===== src/rtl/ahb_aes_sub.sv =====
`default_nettype none
// ============================================================================
// Module   : ahb_aes_sub
// Purpose  : AHB-Lite subordinate register front end for an external AES core.
//            Option macro AES_SUB_BUSY_STALL_EN: stall (instead of drop) writes
//            to CTRL/KEY/DIN while an operation is in flight.
// Revision : 1.0
// ============================================================================
module ahb_aes_sub (
   input  logic         hclk,
   input  logic         hrstn,
   input  logic         hsel,
   input  logic [31:0]  haddr,
   input  logic [1:0]   htrans,
   input  logic         hwrite,
   input  logic [2:0]   hsize,
   input  logic [2:0]   hburst,
   input  logic [31:0]  hwdata,
   input  logic         hready,
   output logic [31:0]  hrdata,
   output logic         hreadyOut,
   output logic         hresp,
   output logic         aes_start,
   output logic         aes_mode,
   output logic [127:0] aes_key,
   output logic [127:0] aes_din,
   input  logic [127:0] aes_dout,
   input  logic         aes_done
);

   typedef enum logic [1:0] {
      S_IDLE = 2'd0,
      S_DATA = 2'd1,
      S_ERR1 = 2'd2,
      S_ERR2 = 2'd3
   } state_t;

   localparam logic [3:0] BLK_KEY  = 4'd1;
   localparam logic [3:0] BLK_DIN  = 4'd2;
   localparam logic [3:0] BLK_DOUT = 4'd3;

   state_t         state_q, state_d;
   logic [7:0]     addr_q, addr_d;
   logic           write_q, write_d;
   logic [1:0]     size_q, size_d;
   logic           mode_q, mode_d;
   logic           start_q, start_d;
   logic           busy_q, busy_d;
   logic           done_q, done_d;
   logic           werr_q, werr_d;
   logic [127:0]   key_q, key_d;
   logic [127:0]   din_q, din_d;
   logic [127:0]   dout_q, dout_d;

   // hburst and the upper address bits play no part in decoding
   logic unused_bits;
   assign unused_bits = ^{hburst, haddr[31:8]};

   // ---------------- address phase decode ----------------
   logic       accept, addr_err, size_bad, misalign, mapped;
   logic [5:0] widx;

   assign widx     = haddr[7:2];
   assign size_bad = hsize[2] | (hsize[1] & hsize[0]);
   assign misalign = ((hsize == 3'b001) && haddr[0]) ||
                     ((hsize == 3'b010) && (haddr[1:0] != 2'b00));
   assign mapped   = (widx[5:1] == 5'd0) ||
                     ((widx[5:4] == 2'd0) && (widx[3:2] != 2'd0));
   assign addr_err = size_bad | misalign | ~mapped |
                     (hwrite & (widx[5:2] == BLK_DOUT));

   // ---------------- data phase decode ----------------
   logic [5:0]  dwidx;
   logic        sel_ctrl, sel_stat, sel_key, sel_din, sel_dout;
   logic        data_ph, guarded, stall, discard, ready, wr_en;
   logic [3:0]  be;
   logic [31:0] mask, rd_word, merged;
   logic [6:0]  woff;

   assign dwidx    = addr_q[7:2];
   assign woff     = {dwidx[1:0], 5'd0};
   assign sel_ctrl = (dwidx == 6'd0);
   assign sel_stat = (dwidx == 6'd1);
   assign sel_key  = (dwidx[5:2] == BLK_KEY);
   assign sel_din  = (dwidx[5:2] == BLK_DIN);
   assign sel_dout = (dwidx[5:2] == BLK_DOUT);
   assign data_ph  = (state_q == S_DATA);
   assign guarded  = write_q & busy_q & (sel_ctrl | sel_key | sel_din);

`ifdef AES_SUB_BUSY_STALL_EN
   assign stall   = data_ph & guarded;
   assign discard = 1'b0;
`else
   assign stall   = 1'b0;
   assign discard = data_ph & guarded;
`endif

   assign ready  = (state_q != S_ERR1) & ~stall;
   assign accept = hsel & hready & htrans[1] & ready;
   assign wr_en  = data_ph & write_q & ~stall & ~discard;

   always_comb begin
      case (size_q)
         2'b00:   be = 4'b0001 << addr_q[1:0];
         2'b01:   be = addr_q[1] ? 4'b1100 : 4'b0011;
         default: be = 4'b1111;
      endcase
   end

   assign mask   = {{8{be[3]}}, {8{be[2]}}, {8{be[1]}}, {8{be[0]}}};
   assign merged = (rd_word & ~mask) | (hwdata & mask);

   always_comb begin
      rd_word = 32'd0;
      if (sel_ctrl)      rd_word = {30'd0, mode_q, 1'b0};
      else if (sel_stat) rd_word = {29'd0, werr_q, done_q, busy_q};
      else if (sel_key)  rd_word = key_q[woff +: 32];
      else if (sel_din)  rd_word = din_q[woff +: 32];
      else if (sel_dout) rd_word = dout_q[woff +: 32];
   end

   // ---------------- next state ----------------
   always_comb begin
      state_d = state_q;
      addr_d  = addr_q;
      write_d = write_q;
      size_d  = size_q;
      mode_d  = mode_q;
      start_d = 1'b0;
      busy_d  = busy_q;
      done_d  = done_q;
      werr_d  = werr_q;
      key_d   = key_q;
      din_d   = din_q;
      dout_d  = dout_q;

      if (ready) begin
         if (accept) begin
            state_d = addr_err ? S_ERR1 : S_DATA;
            addr_d  = haddr[7:0];
            write_d = hwrite;
            size_d  = hsize[1:0];
         end else begin
            state_d = S_IDLE;
         end
      end else if (state_q == S_ERR1) begin
         state_d = S_ERR2;
      end

      if (wr_en) begin
         if (sel_ctrl && be[0]) begin
            mode_d = hwdata[1];
            if (hwdata[0] && !busy_q) begin
               start_d = 1'b1;
               busy_d  = 1'b1;
            end
         end
         if (sel_stat && be[0]) begin
            done_d = done_q & ~hwdata[1];
            werr_d = werr_q & ~hwdata[2];
         end
         if (sel_key) key_d[woff +: 32] = merged;
         if (sel_din) din_d[woff +: 32] = merged;
      end

      if (discard) werr_d = 1'b1;

      // completion is applied last so it wins over a same-cycle done clear
      if (aes_done && busy_q) begin
         dout_d = aes_dout;
         busy_d = 1'b0;
         done_d = 1'b1;
      end
   end

   always_ff @(posedge hclk or negedge hrstn) begin
      if (!hrstn) begin
         state_q <= S_IDLE;
         addr_q  <= 8'd0;
         write_q <= 1'b0;
         size_q  <= 2'd0;
         mode_q  <= 1'b0;
         start_q <= 1'b0;
         busy_q  <= 1'b0;
         done_q  <= 1'b0;
         werr_q  <= 1'b0;
         key_q   <= 128'd0;
         din_q   <= 128'd0;
         dout_q  <= 128'd0;
      end else begin
         state_q <= state_d;
         addr_q  <= addr_d;
         write_q <= write_d;
         size_q  <= size_d;
         mode_q  <= mode_d;
         start_q <= start_d;
         busy_q  <= busy_d;
         done_q  <= done_d;
         werr_q  <= werr_d;
         key_q   <= key_d;
         din_q   <= din_d;
         dout_q  <= dout_d;
      end
   end

   assign hreadyOut = ready;
   assign hresp     = (state_q == S_ERR1) | (state_q == S_ERR2);
   assign hrdata    = (data_ph && !write_q) ? rd_word : 32'd0;
   assign aes_start = start_q;
   assign aes_mode  = mode_q;
   assign aes_key   = key_q;
   assign aes_din   = din_q;

endmodule
`default_nettype wire


===== config.mk =====
export PLATFORM = sky130hd
export DESIGN_NAME = ahb_aes_sub
export DESIGN_NICKNAME = d
export VERILOG_FILES = /design/src/rtl/ahb_aes_sub.sv
export SDC_FILE = /design/constraint.sdc
export NUM_CORES = 1
export LEC_CHECK = 0
export BUFFER_PORTS_ARGS = -buffer_cell sky130_fd_sc_hd__buf_2
export CAP_MARGIN = 20
export CORE_MARGIN = 3
export CORE_UTILIZATION = 54
export CTS_CLUSTER_DIAMETER = 60
export CTS_CLUSTER_SIZE = 28
export DETAILED_ROUTE_END_ITERATION = 10
export PLACE_DENSITY_LB_ADDON = 0.3
export REMOVE_ABC_BUFFERS = 1
export SLEW_MARGIN = 20
export SYNTH_ARGS = -nofsm -noshare
export SYNTH_HDL_FRONTEND = slang
export SYNTH_SLANG_ARGS = --single-unit

===== constraint.sdc =====
create_clock -name hclk -period 4.6 [get_ports hclk]
set_input_delay 0.69 -clock hclk [delete_from_list [all_inputs] [get_ports hclk]]
set_output_delay 0.69 -clock hclk [all_outputs]
set_load 0.01 [all_outputs]

=== After elaboration in Yosys (flattened, before gate mapping) ===
Index checks and enable logic that the tools add are counted.

* Register bits: 402

* Eq/ne operators: 12
* Add/subtract/negate cells: 1
* Bitwise operators: 27
* Shifts and indexed selects: 6
* Muxes and demuxes: 27
* Reductions and logical operators: 32

{| class="wikitable"
|+ Operators with widths
! kind !! number
|-
| 128-bit by 8-bit variable part select with 32-bit output || 3
|-
| 128-bit bitwise mux || 2
|-
| 32-bit two-way mux || 6
|-
| 32-bit by 9-bit variable shift with 128-bit output (first input constant) || 1
|-
| 32-bit by 9-bit variable part select with 128-bit output || 1
|-
| 32-bit AND || 2
|-
| 32-bit NOT || 1
|-
| 32-bit bitwise OR || 1
|-
| 2-bit nonzero test || 9
|-
| 1-bit two-way mux || 13
|-
| 1-bit AND || 12
|-
| 4-bit by 2-bit == test with 1-bit output (second input constant) || 3
|-
| 2-bit AND reduction || 6
|-
| 7-bit negator with 9-bit output || 1
|-
| 1-bit logical AND || 8
|-
| 2-bit two-way mux || 4
|-
| 4-bit one-hot mux with 2 select lines || 1
|-
| 1-bit bitwise OR || 7
|-
| 6-bit by 1-bit == test with 1-bit output (second input constant) || 1
|-
| 6-bit logical NOT || 1
|-
| 5-bit logical NOT || 1
|-
| 2-bit by 1-bit == test with 1-bit output (second input constant) || 2
|-
| 2-bit == test (second input constant) || 2
|-
| 4-bit by 1-bit == test with 1-bit output (second input constant) || 1
|-
| 10 further kinds || 16
|}

=== Longest topological paths before layout ===
Gate-level depths: netlist of the first run.

* Word-level depth: 10
* Depth in mapped cells: 12
* Gate-level depth less buffers: 7

=== Worst setup path before layout of the first run ===
OpenSTA, ideal clock, no wires.

* Kind: reg2out
* Start point: register addr_q[3]
* End point: output hrdata[24]
* Cell stages (with the launch flop): 11
* Slack: 1270 ps
* Arrival time: 2640 ps
* Buffers on the path: 5
* Cells stage by stage: dfrtp_1 buf_2 buf_2 buf_1 inv_1 ha_1 clkbuf_1 o21ai_1 nand2_1 clkbuf_1 a21oi_1

* Cells in the longest elaborated chain, start to end: 7
* Elaborated cells on any way between the ends: 11
* Those cells by class: 1 x eq/ne; 3 x shift; 6 x mux; 1 x reduce/logical

{| class="wikitable"
|+ RTL lines
! item !! RTL line !! text
|-
| start, declared || 43 || <nowiki>logic [7:0] addr_q, addr_d;</nowiki>
|-
| start signal, assigned || 192 || <nowiki>addr_q <= addr_d;</nowiki>
|-
| 128-bit by 8-bit variable part select with 32-bit output || 119 || <nowiki>else if (sel_dout) rd_word = dout_q[woff +: 32];</nowiki>
|-
| 32-bit two-way mux || 119 ||
|-
| 32-bit two-way mux || 118 || <nowiki>else if (sel_din) rd_word = din_q[woff +: 32];</nowiki>
|-
| 32-bit two-way mux || 117 || <nowiki>else if (sel_key) rd_word = key_q[woff +: 32];</nowiki>
|-
| 32-bit two-way mux || 116 || <nowiki>else if (sel_stat) rd_word = {29'd0, werr_q, done_q, busy_q};</nowiki>
|-
| 32-bit two-way mux (*) || 115 || <nowiki>if (sel_ctrl) rd_word = {30'd0, mode_q, 1'b0};</nowiki>
|-
| 32-bit two-way mux (*) || 208 || <nowiki>assign hrdata = (data_ph && !write_q) ? rd_word : 32'd0;</nowiki>
|-
| end, declared || 20 || <nowiki>output logic [31:0] hrdata,</nowiki>
|}

Every way passes the cells marked *; elsewhere a longest branch is shown, timed or not.

=== Worst setup path after layout of the first run ===
* Start point: register addr_q[2]
* End point: output hrdata[14]

Same word-level chain as after synthesis.

==> results of run 1 <==
[metrics by stage]
step                util (%)  power (mW)  area (um^2)  setup TNS [ns]
finish                 66.53       12.04        23780               0
global route           66.53       12.53        23780               0
CTS                    66.49       12.00        23760               0
detailed placement     63.00       8.770        22520               0
global placement       63.00       8.639        22520               0
floorplan                  -       7.136        19190         -421.49
[worst max-delay path by stage]
stage | depth (start not counted) | to
global route | 9 | hrdata[14]
global placement | 9 | hrdata[22]
floorplan | 5 | hrdata[10]
finish | 9 | hrdata[14]
detailed placement | 9 | hrdata[22]
CTS | 9 | hrdata[22]
[kinds of logic (layout without fill, tap and decap cells)]
kind of cell / count (synthesis) / in the layout / share of synthesized area [%]
AO/OA/AOI/OAI: 362 / 362 / 15.36
adder cells (fa/ha/maj): 5 / 5 / 0.3178
buffers and inverters: 125 / 569 / 2.606
flip-flops: 402 / 402 / 51.10
multiplexers: 247 / 247 / 18.76
AND/OR/NAND/NOR: 541 / 541 / 11.86
[per-layer routing]
layer | routed length [um] | vias up | GRT usage [%]
li1 | - | 7229 | -
met1 | 26150 | 8769 | 46.58
met2 | 33430 | 1167 | 58.26
met3 | 8528 | 221 | 11.03
met4 | 3758 | 8 | 16.02
met5 | 46 | - | 0
[cell usage after synthesis (3+ instances only)]
| master | n |
|---|---|
| ha_1 | 5 |
| o221ai_1 | 41 |
| dfrtp_1 | 402 |
| a21oi_2 | 5 |
| nor2_1 | 210 |
| mux2_2 | 136 |
| nand2_1 | 222 |
| mux4_2 | 84 |
| mux2i_1 | 27 |
| a31oi_1 | 5 |
| o21a_1 | 4 |
| a22oi_1 | 27 |
| or3b_2 | 4 |
| buf_2 | 17 |
| a221o_1 | 168 |
| o21ai_0 | 44 |
| nand4_1 | 8 |
| nor3_1 | 9 |
| o22ai_1 | 3 |
| a21oi_1 | 33 |
| buf_4 | 4 |
| nor2b_1 | 7 |
| nand3_1 | 44 |
| inv_1 | 5 |
| a21o_1 | 4 |
| nand2b_1 | 3 |
| nor2_2 | 8 |
| buf_1 | 8 |
| nand3b_1 | 3 |
| clkbuf_1 | 90 |
| a22o_1 | 22 |
| nor3b_1 | 5 |
| and2_1 | 3 |
[worst reg2reg max path, delay by kind of cell (launching register included)]
family	cells	cell delay, ns
AOI/OAI and AO/OA	1	0.29
adders and majority gates	1	0.39
buffers and inverters	2	0.42
DFF	1	0.60
and+or+nand+nor	3	1.94
[state kept, by name, indices dropped and copies added (netlist names)]
signal / flops
size_q: 2
write_q: 1
aes_mode: 1
done_q: 1
addr_q: 8
aes_key: 128
aes_start: 1
werr_q: 1
aes_din: 128
busy_q: 1
state_q: 2
dout_q: 128
[placed cells by master (no fill, tap or decap), types with 8 or more instances in the layout]
master       n
a21oi_1     32
a221o_1    168
a22o_1      22
a22oi_1     27
buf_2      468
buf_4       25
clkbuf_16   37
dfrtp_1    400
mux2_2     136
mux2i_1     27
mux4_2      84
nand2_1    221
nand3_1     36
nand4_1      8
nor2_1     210
nor2_2       8
nor3_1       9
o21ai_0     43
o221ai_1    41
[layout make-up]
class	instances	share of cell area [%]
clock inverters	22	1.189
multi-input cells	1155	38.70
inverters	5	0.07893
repair buffers	500	11.21
well taps	461	2.426
flip-flops and latches	402	42.34
clock buffers	42	4.057
[power by group through the flow]
stage	clock network (mW)	logic, mW	registers, mW
final	3.25	4.09	4.70
after global routing	3.41	4.36	4.76
after CTS	3.27	4.06	4.67
after detailed placement	0	4.04	4.73
after global placement	0	3.95	4.69
after floorplan	0	2.19	4.95
==> metrics.txt, run 1 <==
status=complete, no violations; NetSw=4.555 mW; Max Cap Viol=0; ranking of synthesized cells by area=dfrtp_1 (51%), mux4_2 (9.6%), a221o_1 (8.5%); Critical-path top delay cell=dfrtp_4; Pint=7.484 mW; vias post-DR=17390; Leak=11.26 nW; r2r worst-path depth=7; WHS=0.2464 ns; Core ar.=35740 um^2; routed wire length=71.91 mm; worst r2r src=addr_q[2]; Remaining DRCs=0; Final Non-Filler Cells=2587; Crit. End Element=primary output; Multi-input gate area=9203 um^2; unrepaired setup endpoints after global routing=no; layout cell share with drive strength beyond 1=38.71%; # rows=69; crit-path most repeated cell=buf_4; Setup Fix Bufs, Post-CTS=0; number of synthesized register bits=402; die footprint=38780 um^2; Flop pwr share=39.0%; hold crit path type=in2async; DR iter-0 viols=1635; combinational share of power=34.0%; crit path buf inv count=5; sequential area share after synthesis=51.10%; async set-reset flop share out of synthesis=100.0%; CTS clk-pin slew, worst paths=0.06 ns; hold buffer count at CTS=0; power density of the placed cells=506.3 nW/um^2; Ys Warns=0; ANT nets after route=0; flop-to-flop setup slack=0.90 ns; Synth cell types=50; Final min period=4.295 ns; Worst setup startpoint=addr_q[2]; Synth Flop Type=dfrtp_1; Crit Path Category=reg2out; clock power share=27.0%; Synth Area per Inst=11.70 um^2; Cells after DPL=2522; FMAX=232.8 MHz; Root Driver=clkbuf_16; global-route total usage across every layer=36.47%; Avg Vias per Cell=6.724; max_slew headroom=29.74%; DP Worst Slack=0.9410 ns; Area growth syn-to-layout=20.78%; DRT Pass-1 Iters=8; PnR worst setup slack=0.3050 ns; Clock Sink Count=402; Startpoint Class=flip-flop; reg2reg end=aes_din[13]; Worst-Skew Late Latency=0.54 ns; CTS tree=done; # setup viols final=0; Clock Skews=0.02012 ns; gpl congestion=0.9437; pin count of the biggest net entering global routing=123; post-DR wirelength/cell=27.80 um; # diodes=0; NumNets Final=2311; register area=10070 um^2; antenna violations before repair=4; critical path, cell by cell=inv_1 > ha_1 > buf_4 > o21ai_1 > buf_4 > nand2_1 > buf_4 > a21oi_1 > buf_2; area leader, netlist=dfrtp_1; # H-tree levels=2; period utilization=93.37%; first-pass GRT wire length=107.3 mm; crit path max fanout=17; Critical Path Max Stage Delay=0.60 ns; GRT overflow=0; IO Pins=498; EDFF count, synth=0; CTS buffer count=36; Hold Fails Final Rpt=0; Worst Path Required=3.91 ns; kind of cell adding the most delay to the critical path=buffers and inverters; post-synthesis cell count=1682; max-slew violations=0; Yosys top cell area share=51.10%; Die Ht=196.9 um; CP arrival=3.61 ns; clk buf depth=3; Die Wd=196.9 um; worst slew pin tran=1.050 ns; Switching Fraction=37.83%; Buffers on Ports=469; Peak VDD IR=482.6 uV; Starting Density=55.08%; Fillers=2747; Post-Syn Area=19690 um^2; Post-CTS Resized=0; vias in the first global route=17470; DP HPWL=48.32 mm
No activity file was read; power rests on OpenSTA's default activity.
==> inputs of run 2 (changes only) <==
Settings changed: CORE_UTILIZATION 54 to 49.
Clock period 4.6 ns to 3.6 ns, I/O delays scaled along.
==> run 2 against run 1 <==
Setup slack got worse by 0.18 ns. Combinational power is 31% higher. Largest cell class unchanged. Sequential power grew 26%. Critical path depth is 2 lower. Count of clock-buffer cells in the layout is 2 lower. Clock skew increased by 0.015 ns. Highest routed layer unchanged. First-iteration DRC count decreased by 3.9%. Sequential cell count is the same. Wire length up 0.50%.
==> metrics.txt, run 2 (synthesis results as in run 1) <==
Leak=11.39 nW; Die Ht=206.4 um; # H-tree levels=2; kind of cell adding the most delay to the critical path=simple AND/OR/NAND/NOR gates; max_slew headroom=26.95%; commonest non-fill, non-tap cells in the layout=buf_2 (468), dfrtp_1 (400), nand2_1 (221), nor2_1 (210), a221o_1 (168); hold crit path type=in2reg; Starting Density=50.24%; Worst Path Required=3.06 ns; period utilization=96.58%; Root Driver=clkbuf_16; NumNets Final=2334; WP depth=7; crit-path most repeated cell=buf_4; Critical-path top delay cell=nor4b_4; DRT Pass-1 Iters=7; DP HPWL=50.21 mm; Core ar.=39190 um^2; unrepaired setup endpoints after global routing=no; Setup Fix Bufs, Post-CTS=0; most common cell after layout, fill and taps aside=buf_2; hold path depth=2; Flop pwr share=38.3%; Avg Vias per Cell=6.460; critical path, cell by cell=buf_4 > nor4b_4 > buf_4 > a22o_1 > a21oi_4 > nor2_1 > buf_2; Max Cap Viol=0; post-DR wirelength/cell=27.05 um; Area growth syn-to-layout=22.34%; Buffers on Ports=469; Final Non-Filler Cells=2672; CP arrival=2.94 ns; last element of the critical path=hrdata[3]; CTS clk-pin slew, worst paths=0.10 ns; Peak VDD IR=496.0 uV; status=complete, no violations; Critical Path Max Stage Delay=0.53 ns; Clock Sink Count=402; fin area=24080 um^2; # rows=72; worst slew pin tran=1.096 ns; Cells after DPL=2602; Pint=9.532 mW; Clock Skews=0.03483 ns; layout cell share with drive strength beyond 1=39.38%; Crit Path Category=reg2out; crit path buf inv count=3; routed wire length=72.28 mm; PnR worst setup slack=0.1230 ns; clk buf depth=3; clock power share=27.2%; worst r2r src=addr_q[2]; crit path max fanout=11; gpl congestion=0.9110; Worst-Skew Late Latency=0.59 ns; Switching Fraction=38.42%; IO Pins=498; Die Wd=206.4 um; pin count of the biggest net entering global routing=129; Worst setup startpoint=addr_q[4]; Post-DP Area=22770 um^2; NetSw=5.948 mW; Startpoint Class=flip-flop; reg2reg end=aes_key[16]; Final min period=3.477 ns; CTS tree=done; global-route total usage across every layer=33.20%; ANT nets after route=0; Remaining DRCs=0; total design power=15.48 mW; max-slew violations=0; CTS buffer count=36; power density of the placed cells=642.7 nW/um^2; flop-to-flop setup slack=0.44 ns; FMAX=287.6 MHz; antenna violations before repair=2; vias post-DR=17260; GRT overflow=0; Hold Fails Final Rpt=0; combinational share of power=34.5%; vias in the first global route=17300; DR iter-0 viols=1571; DP Worst Slack=0.5287 ns; first-pass GRT wire length=106.5 mm; # setup viols final=0; final core utilization=61.46%; r2r worst-path depth=6; die footprint=42620 um^2; Crit. End Element=primary output
[run 2: cell count changes in the layout (fill, tap and decap cells not counted), sizes merged]
cell | previous run | this run
buf | 500 | 522
bufinv | 3 | 1
clkbuf | 42 | 40
clkinv | 9 | 11
clkinvlp | 0 | 1
diode | 0 | 3
dlygate4sd3 | 0 | 1
inv | 15 | 18
[run 2: how the worst min path moves through the flow]
stage                  from          end  slack, ns
5_1_grt        aes_dout[82]   dout_q[82]       0.17
3_3_place_gp    aes_din[65]  aes_din[65]       0.48
2_1_floorplan         hrstn    addr_q[0]       0.24
6_report       aes_dout[47]   dout_q[47]       0.17
3_5_place_dp    aes_key[28]  aes_key[28]       0.49
4_1_cts        aes_dout[79]   dout_q[79]       0.15
[run 2: area by class of cell]
| type | instances | area (um^2) |
|---|---|---|
| well taps | 518 | 648.1 |
| inverters | 5 | 18.77 |
| fillers | 3229 | 15100 |
| multi-input cells | 1155 | 9203 |
| clock inverters | 26 | 332.8 |
| repair buffers | 523 | 2860 |
| diodes | 3 | 7.507 |
| flip-flops and latches | 402 | 10070 |
| clock buffers | 40 | 947.2 |
[run 2: power groups by stage]
stage	clock (mW)	combinational, mW	sequential (mW)
floorplan	0	2.79	6.33
global placement	0	5.17	5.94
detailed placement	0	5.27	5.99
CTS	4.25	5.31	5.91
global route	4.43	5.71	6.02
finish	4.20	5.35	5.93
[run 2: through the flow]
stage	hold slack, ns	setup TNS [ns]
detailed placement	0.4904	0
CTS	0.1511	0
global placement	0.4820	0
finish	0.1732	0
global route	0.1665	0
floorplan	0.2444	-739.10
[run 2: layer usage]
metal  up-vias  GRT usage, %  wire length (um)
met2       980         53.90             34460
met1      8810         43.23             27660
met4         2         14.35              3137
met5         -             0                18
li1       7294             -                 -
met3       174         7.198              6998
[run 2: repair_timing]
| item | CTS | global route |
|---|---|---|
| hold buffers | 1 | 0 |
| endpoints found under the setup margin | 1 | 2 |
| resized for setup | 1 | 3 |
| hold endpoints to repair | 55 | 0 |
